### config.mk
export PLATFORM = sky130hd
export DESIGN_NAME = seq_pattern_tx
export DESIGN_NICKNAME = d
export VERILOG_FILES = /design/src/rtl/seq_pattern_tx.sv
export SDC_FILE = /design/constraint.sdc
export NUM_CORES = 1
export LEC_CHECK = 0
export CAP_MARGIN = 10
export CORE_ASPECT_RATIO = 1.5
export CORE_MARGIN = 2
export CORE_UTILIZATION = 25
export DETAILED_ROUTE_END_ITERATION = 16
export GPL_TIMING_DRIVEN = 0
export HOLD_SLACK_MARGIN = 0.05
export PLACE_DENSITY = 0.39
export SKIP_CTS_REPAIR_TIMING = 1
export SLEW_MARGIN = 5
export SYNTH_ARGS = -nofsm -noshare
export SYNTH_HDL_FRONTEND = slang
export SYNTH_SLANG_ARGS = --single-unit
### constraint.sdc
create_clock -name clk -period 2.8 [get_ports clk]
set_input_delay 0.7 -clock clk [delete_from_list [all_inputs] [get_ports clk]]
set_output_delay 0.7 -clock clk [all_outputs]
set_load 0.02 [all_outputs]
### src/rtl/seq_pattern_tx.sv
// Serial bit-pattern transmitter: sends an up-to-PAT_W-bit pattern MSB-first, repeated rep times.
// Optional macro SEQ_TX_GAP_EN inserts a one-cycle idle gap between repetitions.
module seq_pattern_tx #(
   parameter int PAT_W = 8,
   parameter int LEN_W = 4,
   parameter int REP_W = 4
) (
   input  logic             clk,
   input  logic             reset,
   input  logic             start,
   input  logic [PAT_W-1:0] pattern,
   input  logic [LEN_W-1:0] len,
   input  logic [REP_W-1:0] rep,
   output logic             x,
   output logic             x_valid,
   output logic             busy,
   output logic             done
);

   localparam int BIT_W = (PAT_W > 1) ? $clog2(PAT_W) : 1;

   typedef enum logic [1:0] {
      S_IDLE  = 2'd0,
      S_SHIFT = 2'd1,
      S_DONE  = 2'd2
`ifdef SEQ_TX_GAP_EN
      ,
      S_GAP   = 2'd3
`endif
   } state_t;

   // Index is LEN_W wide, so select by shifting rather than a narrow part-select.
   function automatic logic pick_bit(input logic [PAT_W-1:0] pat, input logic [LEN_W-1:0] idx);
      logic [PAT_W-1:0] sh;
      sh = pat >> idx;
      return sh[0];
   endfunction

   state_t             state_q, state_d;
   logic [PAT_W-1:0]   pat_q, pat_d;
   logic [LEN_W-1:0]   len_q, len_d;
   logic [REP_W-1:0]   rep_q, rep_d;
   logic [BIT_W-1:0]   bit_q, bit_d;
   logic               x_q, x_d;
   logic               x_valid_q, x_valid_d;
   logic               busy_q, busy_d;
   logic               done_q, done_d;

   logic [LEN_W-1:0]   eff_len_s;
   logic [BIT_W-1:0]   next_bit_s;
   logic [LEN_W-1:0]   next_idx_s;
   logic               last_bit_s;

   // Next-state and next-output logic; outputs describe the state being entered.
   always_comb begin
      state_d    = state_q;
      pat_d      = pat_q;
      len_d      = len_q;
      rep_d      = rep_q;
      bit_d      = bit_q;
      x_d        = 1'b0;
      x_valid_d  = 1'b0;
      busy_d     = 1'b0;
      done_d     = 1'b0;
      eff_len_s  = (len > LEN_W'(PAT_W)) ? LEN_W'(PAT_W) : len;
      next_bit_s = bit_q + BIT_W'(1);
      next_idx_s = len_q - LEN_W'(1) - LEN_W'(next_bit_s);
      last_bit_s = (LEN_W'(bit_q) == (len_q - LEN_W'(1)));

      case (state_q)
         S_IDLE: begin
            if (start) begin
               pat_d = pattern;
               len_d = eff_len_s;
               rep_d = rep;
               bit_d = BIT_W'(0);
               if ((eff_len_s == LEN_W'(0)) || (rep == REP_W'(0))) begin
                  state_d = S_DONE;
                  done_d  = 1'b1;
               end else begin
                  state_d   = S_SHIFT;
                  x_d       = pick_bit(pattern, eff_len_s - LEN_W'(1));
                  x_valid_d = 1'b1;
                  busy_d    = 1'b1;
               end
            end else begin
               state_d = S_IDLE;
            end
         end
         S_SHIFT: begin
            if (!last_bit_s) begin
               bit_d     = next_bit_s;
               x_d       = pick_bit(pat_q, next_idx_s);
               x_valid_d = 1'b1;
               busy_d    = 1'b1;
            end else if (rep_q > REP_W'(1)) begin
               rep_d  = rep_q - REP_W'(1);
               bit_d  = BIT_W'(0);
               busy_d = 1'b1;
`ifdef SEQ_TX_GAP_EN
               state_d = S_GAP;
`else
               x_d       = pick_bit(pat_q, len_q - LEN_W'(1));
               x_valid_d = 1'b1;
`endif
            end else begin
               state_d = S_DONE;
               done_d  = 1'b1;
            end
         end
`ifdef SEQ_TX_GAP_EN
         S_GAP: begin
            state_d   = S_SHIFT;
            x_d       = pick_bit(pat_q, len_q - LEN_W'(1));
            x_valid_d = 1'b1;
            busy_d    = 1'b1;
         end
`endif
         S_DONE: begin
            state_d = S_IDLE;
         end
         default: begin
            state_d = S_IDLE;
         end
      endcase
   end

   // State, shadow registers and registered outputs.
   always_ff @(posedge clk or negedge reset) begin
      if (!reset) begin
         state_q   <= S_IDLE;
         pat_q     <= PAT_W'(0);
         len_q     <= LEN_W'(0);
         rep_q     <= REP_W'(0);
         bit_q     <= BIT_W'(0);
         x_q       <= 1'b0;
         x_valid_q <= 1'b0;
         busy_q    <= 1'b0;
         done_q    <= 1'b0;
      end else begin
         state_q   <= state_d;
         pat_q     <= pat_d;
         len_q     <= len_d;
         rep_q     <= rep_d;
         bit_q     <= bit_d;
         x_q       <= x_d;
         x_valid_q <= x_valid_d;
         busy_q    <= busy_d;
         done_q    <= done_d;
      end
   end

   assign x       = x_q;
   assign x_valid = x_valid_q;
   assign busy    = busy_q;
   assign done    = done_q;

endmodule

==> results_dict.tcl, run 1 <==
set metrics [dict create \
    final_util_pct 32.22 \
    synth.top_cell.area_share_pct 37.62 \
    rsz0062_at_grt "no" \
    crit_path_start_kind "flip-flop" \
    path_cells "inv_1, ha_1, inv_1, fa_1, mux4_2, mux2i_1, or3b_2, o311ai_1" \
    n_fill_cell 639 \
    yosys_warnings 0 \
    final_antenna_net_count 0 \
    mostFrequentLayoutCells "35 x nand2_1, 23 x dfrtp_1, 21 x clkdlybuf4s50_1" \
    async_reset_ff_share_pct 100.0 \
    vias 1310 \
    setup_viol 0 \
    syn2layout_area_growth_pct 24.61 \
    finClkSkew_ns 0.008723 \
    synth_edf_count 0 \
    status "complete, no violations" \
    grt_pass1_wl_um 6630 \
    period_share_pct 92.90 \
    p_per_area_mw_per_mm2 1204 \
    synthFlopType "dfrtp_1" \
    ctsRootBufferMaster "clkbuf_8" \
    synth_nets 198 \
    cp.required_ns 2.97 \
    cts_buffer_depth 2 \
    wl_per_cell_um 14.71 \
    dp_hpwl_um 3189 \
    p_leak_nw 0.8529 \
    yosysTopAreaCell "dfrtp_1" \
    cp_slowest_stage_delay_ns 0.54 \
    dieArea_mm2 0.007055 \
    grt_max_degree 25 \
    cp_max_fo 7 \
    path_buf_inv 2 \
    nets 225 \
    hp-class "input pin to async pin" \
    tightest_slew_ns 0.6453 \
    peakVddDrop_v 0.0004755 \
    cp.depth 8 \
    drive_gt1_share_pct 11.28 \
    slew_headroom_pct 56.58 \
    ys_seq_elements 24 \
    cts_tree "done" \
    syn_avg_cell_area_um2 9.447 \
    cts_buffers 3 \
    first_global_vias 1318 \
    core_mm2 0.006175 \
    cts.clk_slew.worst_paths_ns 0.09 \
    synth.distinct_cells 43 \
    grt_antenna_before_repair 0 \
    wirelength_um 3958 \
    die_width_um 69.25 \
    hold_ws_ns 0.4093 \
    ioPinCount 23 \
    critPathArrivalTime_ns 2.78 \
    synth_area_mm2 0.001597 \
    track_usage_pct 11.93 \
    drt_iter0_markers 26 \
    r2r_cells 8 \
    io_buffers 22 \
    diodes 0 \
    cpLargestDelayFamily "adder cells" \
    period_needed_ns 2.601 \
    drv_slew 0 \
    firstDrtPassIters 4 \
    hold_violations 0 \
    routabilityCongestion 0.7467 \
    final_common_cell "nand2_1" \
    start_util_pct 25.86 \
    clk_latency_ns 0.27 \
    synth.yosys.seq_area_share_pct 37.62 \
    path_class "flip-flop to flip-flop" \
    drc 0 \
    die_y_um 101.9 \
    path_common_cell "inv_1" \
    cap_viol_max_count 0 \
    h-tree-depth 1 \
    viasPerCell 4.870 \
    synthCells 169 \
    row_count 35 \
    ys_top_cells_by_area "dfrtp_1 38%, mux4_2 8.5%, nand2_1 8.2%, ha_1 7.1%, xnor2_1 3.3%" \
    overflow 0 \
    cts.sinks 24 \
    endpoint_kind "flip-flop" \
    critPathSlowestCell "fa_1" \
    fmax_mhz 384.4 \
]
[cells in the mapped netlist (all sizes together), types with 2 or more instances]
cell type	n
a2111oi	2
a21oi	7
a22o	3
buf	2
clkbuf	5
dfrtp	24
ha	9
inv	11
mux2	2
mux2i	3
mux4	6
nand2	35
nand2b	2
nand3	2
nand4	2
nor2	9
nor2b	5
nor3	3
o21a	2
o21ai	8
o22ai	3
xnor2	6
[final cells by class]
cell class	instances	area [um^2]	area share (%)
multi-input cells	127	932.1	46.86
flip-flops and latches	24	601.8	30.25
repair buffers	22	215.2	10.82
well taps	74	92.59	4.654
clock buffers	3	41.29	2.075
inverters	11	41.29	2.075
plain buffers	7	35.03	1.761
clock inverters	1	30.03	1.509
[cells by family (layout without fill, tap and decap cells)]
group / after synthesis / in the layout / share of synthesized area (%)
buf+inv: 18 / 44 / 4.780
compound gates: 34 / 34 / 14.34
xor+xnor: 7 / 7 / 3.840
fa+ha+maj: 10 / 10 / 8.307
flops: 24 / 24 / 37.62
mux: 11 / 11 / 11.76
simple gates: 65 / 65 / 19.36
[where the power goes]
part,switching (W),internal (W)
clock,0.000119,0.000191
sequential,0.000159,0.000504
combinational,0.000685,0.000737
total,0.000963,0.00143
[final timing paths]
path                                         to  slack, ns            startpoint
min reg2reg                pat_q[1]$_DFFE_PN0P_       0.52  pat_q[1]$_DFFE_PN0P_
min                        rep_q[3]$_DFFE_PN0P_       0.41                 reset
max                                 x$_DFF_PN0_       0.20  len_q[0]$_DFFE_PN0P_
min in group clk           pat_q[1]$_DFFE_PN0P_       0.52  pat_q[1]$_DFFE_PN0P_
max in group asynchronous  len_q[0]$_DFFE_PN0P_       1.98                 reset
max reg2reg                         x$_DFF_PN0_       0.20  len_q[0]$_DFFE_PN0P_
[flip-flops by register name, summed over array words and instances (netlist names)]
signal	cells
bit_q	3
busy	1
done	1
len_q	4
pat_q	8
rep_q	4
state_q	2
x	1
[through the flow]
stage	instance area (um^2)	worst slack (ns)	cells	power [W]	setup TNS, ns
after floorplan	1597	0.3708	169	0.001757	0
after global placement	1909	-0.3981	265	0.002097	-0.3981
after detailed placement	1909	-0.3799	265	0.002115	-0.3799
after CTS	1981	-0.1035	269	0.002435	-0.1035
after global routing	1989	0.01176	269	0.002642	0
final	1989	0.1989	269	0.002394	0
[metal layers]
| metal | track usage, % | vias up | share of wire [%] |
|---|---|---|---|
| li1 | - | 653 | - |
| met1 | 13.83 | 629 | 42 |
| met2 | 22.63 | 24 | 54 |
| met3 | 1.775 | 4 | 3.1 |
| met4 | 3.620 | 0 | 1.1 |
| met5 | 0 | - | 0 |
Power figures use the tool's default switching activity.
==> inputs of run 2 (changes only) <==
--- a/config.mk
+++ b/config.mk
@@ -5,16 +5,16 @@
 export SDC_FILE = /design/constraint.sdc
 export NUM_CORES = 1
 export LEC_CHECK = 0
-export CAP_MARGIN = 10
+export CAP_MARGIN = 20
 export CORE_ASPECT_RATIO = 1.5
 export CORE_MARGIN = 2
 export CORE_UTILIZATION = 25
+export CTS_BUF_LIST = sky130_fd_sc_hd__clkbuf_16
 export DETAILED_ROUTE_END_ITERATION = 16
 export GPL_TIMING_DRIVEN = 0
 export HOLD_SLACK_MARGIN = 0.05
 export PLACE_DENSITY = 0.39
 export SKIP_CTS_REPAIR_TIMING = 1
-export SLEW_MARGIN = 5
 export SYNTH_ARGS = -nofsm -noshare
 export SYNTH_HDL_FRONTEND = slang
 export SYNTH_SLANG_ARGS = --single-unit
==> run 2 against run 1 <==
Effect of this change:
- design area grew 2.8%
- die area is the same
- critical path type is now input pin to flip-flop
- setup slack gained 0.0088 ns
==> results_dict.tcl, run 2 (synthesis results as in run 1) <==
set metrics [dict create \
    first_global_vias 1345 \
    drc 0 \
    die_y_um 101.9 \
    clkPwrFrac_pct 16.4 \
    h-tree-depth 1 \
    internal_power_w 0.001529 \
    finClkSkew_ns 0.004850 \
    dp_hpwl_um 3233 \
    worstHoldPathCells 2 \
    cts.clk_slew.worst_paths_ns 0.07 \
    start_util_pct 25.86 \
    ctsRootBufferMaster "clkbuf_16" \
    path_class "input pin to flip-flop" \
    cp.required_ns 2.92 \
    overflow 0 \
    drv_slew 0 \
    power_switching_w 0.0009654 \
    slew_headroom_pct 54.20 \
    grt_max_degree 19 \
    drt_iter0_markers 44 \
    reg_top3 "pat_q: 8 flops, len_q: 4 flops, rep_q: 4 flops" \
    fin_area_mm2 0.002046 \
    pre_cts_ws_ns -0.3682 \
    period_needed_ns 2.592 \
    drive_gt1_share_pct 11.22 \
    status "complete, no violations" \
    track_usage_pct 11.95 \
    syn2layout_area_growth_pct 28.13 \
    sw_frac_of_total_pct 38.71 \
    total_power_w 0.002494 \
    period_share_pct 92.58 \
    cts.sinks 24 \
    power_frac_comb_pct 57.0 \
    cp_max_fo 5 \
    die_width_um 69.25 \
    cts_tree "done" \
    p_per_area_mw_per_mm2 1219 \
    wirelength_um 3959 \
    mostFrequentLayoutCells "35 x nand2_1, 23 x dfrtp_1, 22 x clkdlybuf4s50_1" \
    r2r_cells 8 \
    largest_register_ffs 8 \
    cap_viol_max_count 0 \
    hp-class "flip-flop to flip-flop" \
    grt_pass1_wl_um 6665 \
    peakVddDrop_v 0.0004763 \
    final_antenna_net_count 0 \
    critPathArrivalTime_ns 2.71 \
    grt_antenna_before_repair 0 \
    crit_path_start_kind "input pin" \
    nets 226 \
    cts_buffer_depth 2 \
    wl_per_cell_um 14.66 \
    firstDrtPassIters 6 \
    regMostFlops "pat_q" \
    hold_violations 0 \
    clk_latency_ns 0.26 \
    p_leak_nw 0.8806 \
    pwr-share-seq_pct 26.6 \
    vias 1327 \
    post_dp_cell_area_mm2 0.001924 \
    setup_viol 0 \
    final_common_cell "nand2_1" \
    routabilityCongestion 0.7467 \
    endpoint_kind "flip-flop" \
    ioPinCount 23 \
    setup_slack_ns 0.2077 \
    core_mm2 0.006175 \
    fmax_mhz 385.8 \
    rsz0062_at_grt "no" \
    io_buffers 22 \
    cts_buffers 3 \
    diodes 0 \
    dieArea_mm2 0.007055 \
    viasPerCell 4.915 \
    row_count 35 \
    tightest_slew_ns 0.6807 \
]
run 2: area by class of cell:
type	instances	area, um^2
Inverter	11	41.29
Tap cell	74	92.59
Clock inverter	1	30.03
Fill cell	630	4129
Multi-Input combinational cell	127	934.6
Clock buffer	3	75.07
Timing Repair Buffer	23	235.2
Sequential cell	24	601.8
Buffer	7	35.03
run 2: per-stage QoR:
| step | hold WS [ns] | instances | setup TNS [ns] | util (%) |
|---|---|---|---|---|
| 5_1_grt | 0.5421 | 270 | 0 | 33.13 |
| 4_1_cts | 0.5074 | 270 | -0.1120 | 32.87 |
| 2_1_floorplan | 0.4044 | 169 | 0 | - |
| 3_5_place_dp | 0.4902 | 266 | -0.3682 | 31.17 |
| 6_report | 0.5080 | 270 | 0 | 33.13 |
| 3_3_place_gp | 0.4912 | 265 | -0.3981 | 30.92 |
run 2: layer usage:
metal  vias to the layer above  track usage [%]  routed length (um)  part of all wire [%]
met5                         -                0                   0                     0
met4                         0            3.620                  34                  0.86
met3                         2            1.677                 116                   2.9
met2                        18            22.78                2161                    55
met1                       651            13.81                1646                    42
li1                        656                -                   -                     -
run 2: power groups by stage:
stage                     Sequential (W)  Clock [W]  Combinational, W
after CTS                       0.000665   0.000423           0.00145
after floorplan                 0.000633          0           0.00112
final                           0.000664   0.000408           0.00142
after global placement          0.000669          0           0.00143
after detailed placement        0.000672          0           0.00145
after global routing            0.000693   0.000440           0.00161
run 2: critical path, stage by stage:
cell and delay (ns):
clkdlybuf4s50_1 0.52, nor2b_4 0.23, inv_1 0.08, ha_1 0.21, xnor2_2 0.22, mux4_2 0.33
a22oi_1 0.28, o311ai_1 0.15
run 2: final timing paths:
path                                 startpoint                   end  slack [ns]
setup reg to reg           len_q[0]$_DFFE_PN0P_           x$_DFF_PN0_        0.22
setup / recovery                         len[3]           x$_DFF_PN0_        0.21
hold reg to reg            pat_q[2]$_DFFE_PN0P_  pat_q[2]$_DFFE_PN0P_        0.51
max in group asynchronous                 reset  len_q[0]$_DFFE_PN0P_        1.61
min in group asynchronous                 reset  rep_q[3]$_DFFE_PN0P_        0.72
hold / removal             pat_q[2]$_DFFE_PN0P_  pat_q[2]$_DFFE_PN0P_        0.51
==> edit (flow settings as in run 2) <==
Change the parameter `LEN_W` from 4 to 8.
--- a/src/rtl/seq_pattern_tx.sv
+++ b/src/rtl/seq_pattern_tx.sv
@@ -4,3 +4,3 @@
    parameter int PAT_W = 8,
-   parameter int LEN_W = 4,
+   parameter int LEN_W = 8,
    parameter int REP_W = 4
Interface: changed (resized len); port bits go from 23 to 27. The function was not compared with the original's and may differ.
==> edit against run 2 <==
  * Sequential share of layout area down 1.2 points
  * Final cell count rose by 26%
  * Synthesized area increased by 18%
  * Sequential cell count is 4 higher
  * Routed wire length grew 25%
  * Final area rose by 21%
  * First-iteration DRC count increased by 45%
  * Total power decreased by 24%
  * Register-to-register slack worse by 30 ps
  * Worst setup slack worse by 17 ps
  * Critical path type is now reg -> reg
==> edit: results (changes against run 2) <==
* Post-DP HPWL at 3.90 mm (was 3.23 mm)
* Synth top cells by count: nand2_1 (41), dfrtp_1 (28), nor2_1 (16) (was nand2_1 (35), dfrtp_1 (24), inv_1 (11))
* GRT Total Usage at 13.3% (was 11.9%)
* Post-Place Cells at 331 (was 266)
* Post-synthesis area per instance at 9.22 sq um (was 9.45 sq um)
* DP Area at 2270 sq um (was 1920 sq um)
* Area contributors post-synth: dfrtp_1 (37%), nand2_1 (8.1%), ha_1 (6.0%) (was dfrtp_1 (38%), mux4_2 (8.5%), nand2_1 (8.2%))
* Layout cell share with drive strength beyond 1 at 15.9% (was 11.2%)
* Sequential area share after synthesis at 37.1% (was 37.6%)
* Port Buffers at 26 (was 22)
* Synth cell types at 51 (was 43)
* Vias in the first global route at 1,683 (was 1,345)
* Worst Tran Pin Value at 682 ps (was 681 ps)
* Static Leak at 1.07 nW (was 0.881 nW)
* CP max FO at 10 (was 5)
* Initial DRC count at 64 (was 44)
* Placer Congestion at 0.729 (was 0.747)
* Largest net degree at the start of global routing at 29 (was 19)
* Fillers at 756 (was 630)
* CP Launch Type: register (was input pin)
* Vias per cell at 4.72 (was 4.91)
* Hold Crit Class: in -> async (was reg -> reg)
* VDD IR-drop max at 0.000316 V (was 0.000476 V)
* Setup ws final at 190 ps (was 208 ps)
* Via Count at 1,599 (was 1,327)
* Synth Net Count at 238 (was 198)
* Outcome: complete, no violations (unchanged)
* Flip-flop and latch area at 701 sq um (was 602 sq um)
==> edit: cell count changes after synthesis, moves of 3 or more <==
cell	before	now
nor2_1	8	16
o21ai_0	8	12
nor3_1	3	7
dfrtp_1	24	28
a31oi_1	0	3
nand2_1	35	41
and2_1	1	6
nor2b_1	5	1
==> edit: power groups by stage <==
stage          registers, mW  clock network, mW  logic (mW)
5_1_grt                0.648              0.369        1.05
6_report               0.628              0.344       0.923
3_5_place_dp           0.636                  0       0.913
3_3_place_gp           0.639                  0       0.914
2_1_floorplan          0.611                  0       0.698
4_1_cts                0.629              0.356       0.918
==> edit: kinds of logic after synthesis <==
logic type / Yosys count / synth area share [%]
flops: 28 / 37.1
compound gates: 44 / 15.9
fa+ha+maj: 10 / 7.02
xor+xnor: 8 / 3.71
buf+inv: 20 / 5.17
mux: 9 / 9.21
simple gates: 86 / 21.9
==> edit: final cells by class <==
cell class	count	share of cell area (%)
inverters	11	1.76
multi-input cells	157	47.5
clock buffers	3	3.02
clock inverters	1	0.151
repair buffers	30	12.0
well taps	100	5.04
plain buffers	9	2.27
flip-flops and latches	28	28.2
==> edit: critical path: stages (launching register included) <==
cell	delay, ps
dfrtp_1	390
buf_6	150
inv_1	80
ha_2	230
o21ai_1	130
nor4b_2	280
o311ai_2	180
or3_1	350
buf_6	150
or4b_4	530
o211ai_2	70
==> edit: routing by layer <==
| layer | up-vias | global-route usage (%) | part of all wire [%] |
|---|---|---|---|
| met2 | 27 | 23.3 | 53 |
| met4 | 0 | 4.76 | 1.9 |
| li1 | 795 | - | - |
| met5 | - | 0 | 0 |
| met1 | 770 | 16.1 | 43 |
| met3 | 7 | 1.46 | 2.2 |
==> edit: how the worst min path moves through the flow <==
stage	startpoint	endpoint	slack [ps]	depth (start not counted)
6_report	reset	busy	460	1
5_1_grt	pat_q[0]	pat_q[0]	520	2
4_1_cts	reset	busy	500	1
3_5_place_dp	pat_q[7]	pat_q[7]	490	2
3_3_place_gp	pat_q[7]	pat_q[7]	470	2
2_1_floorplan	reset	bit_q[0]	400	0
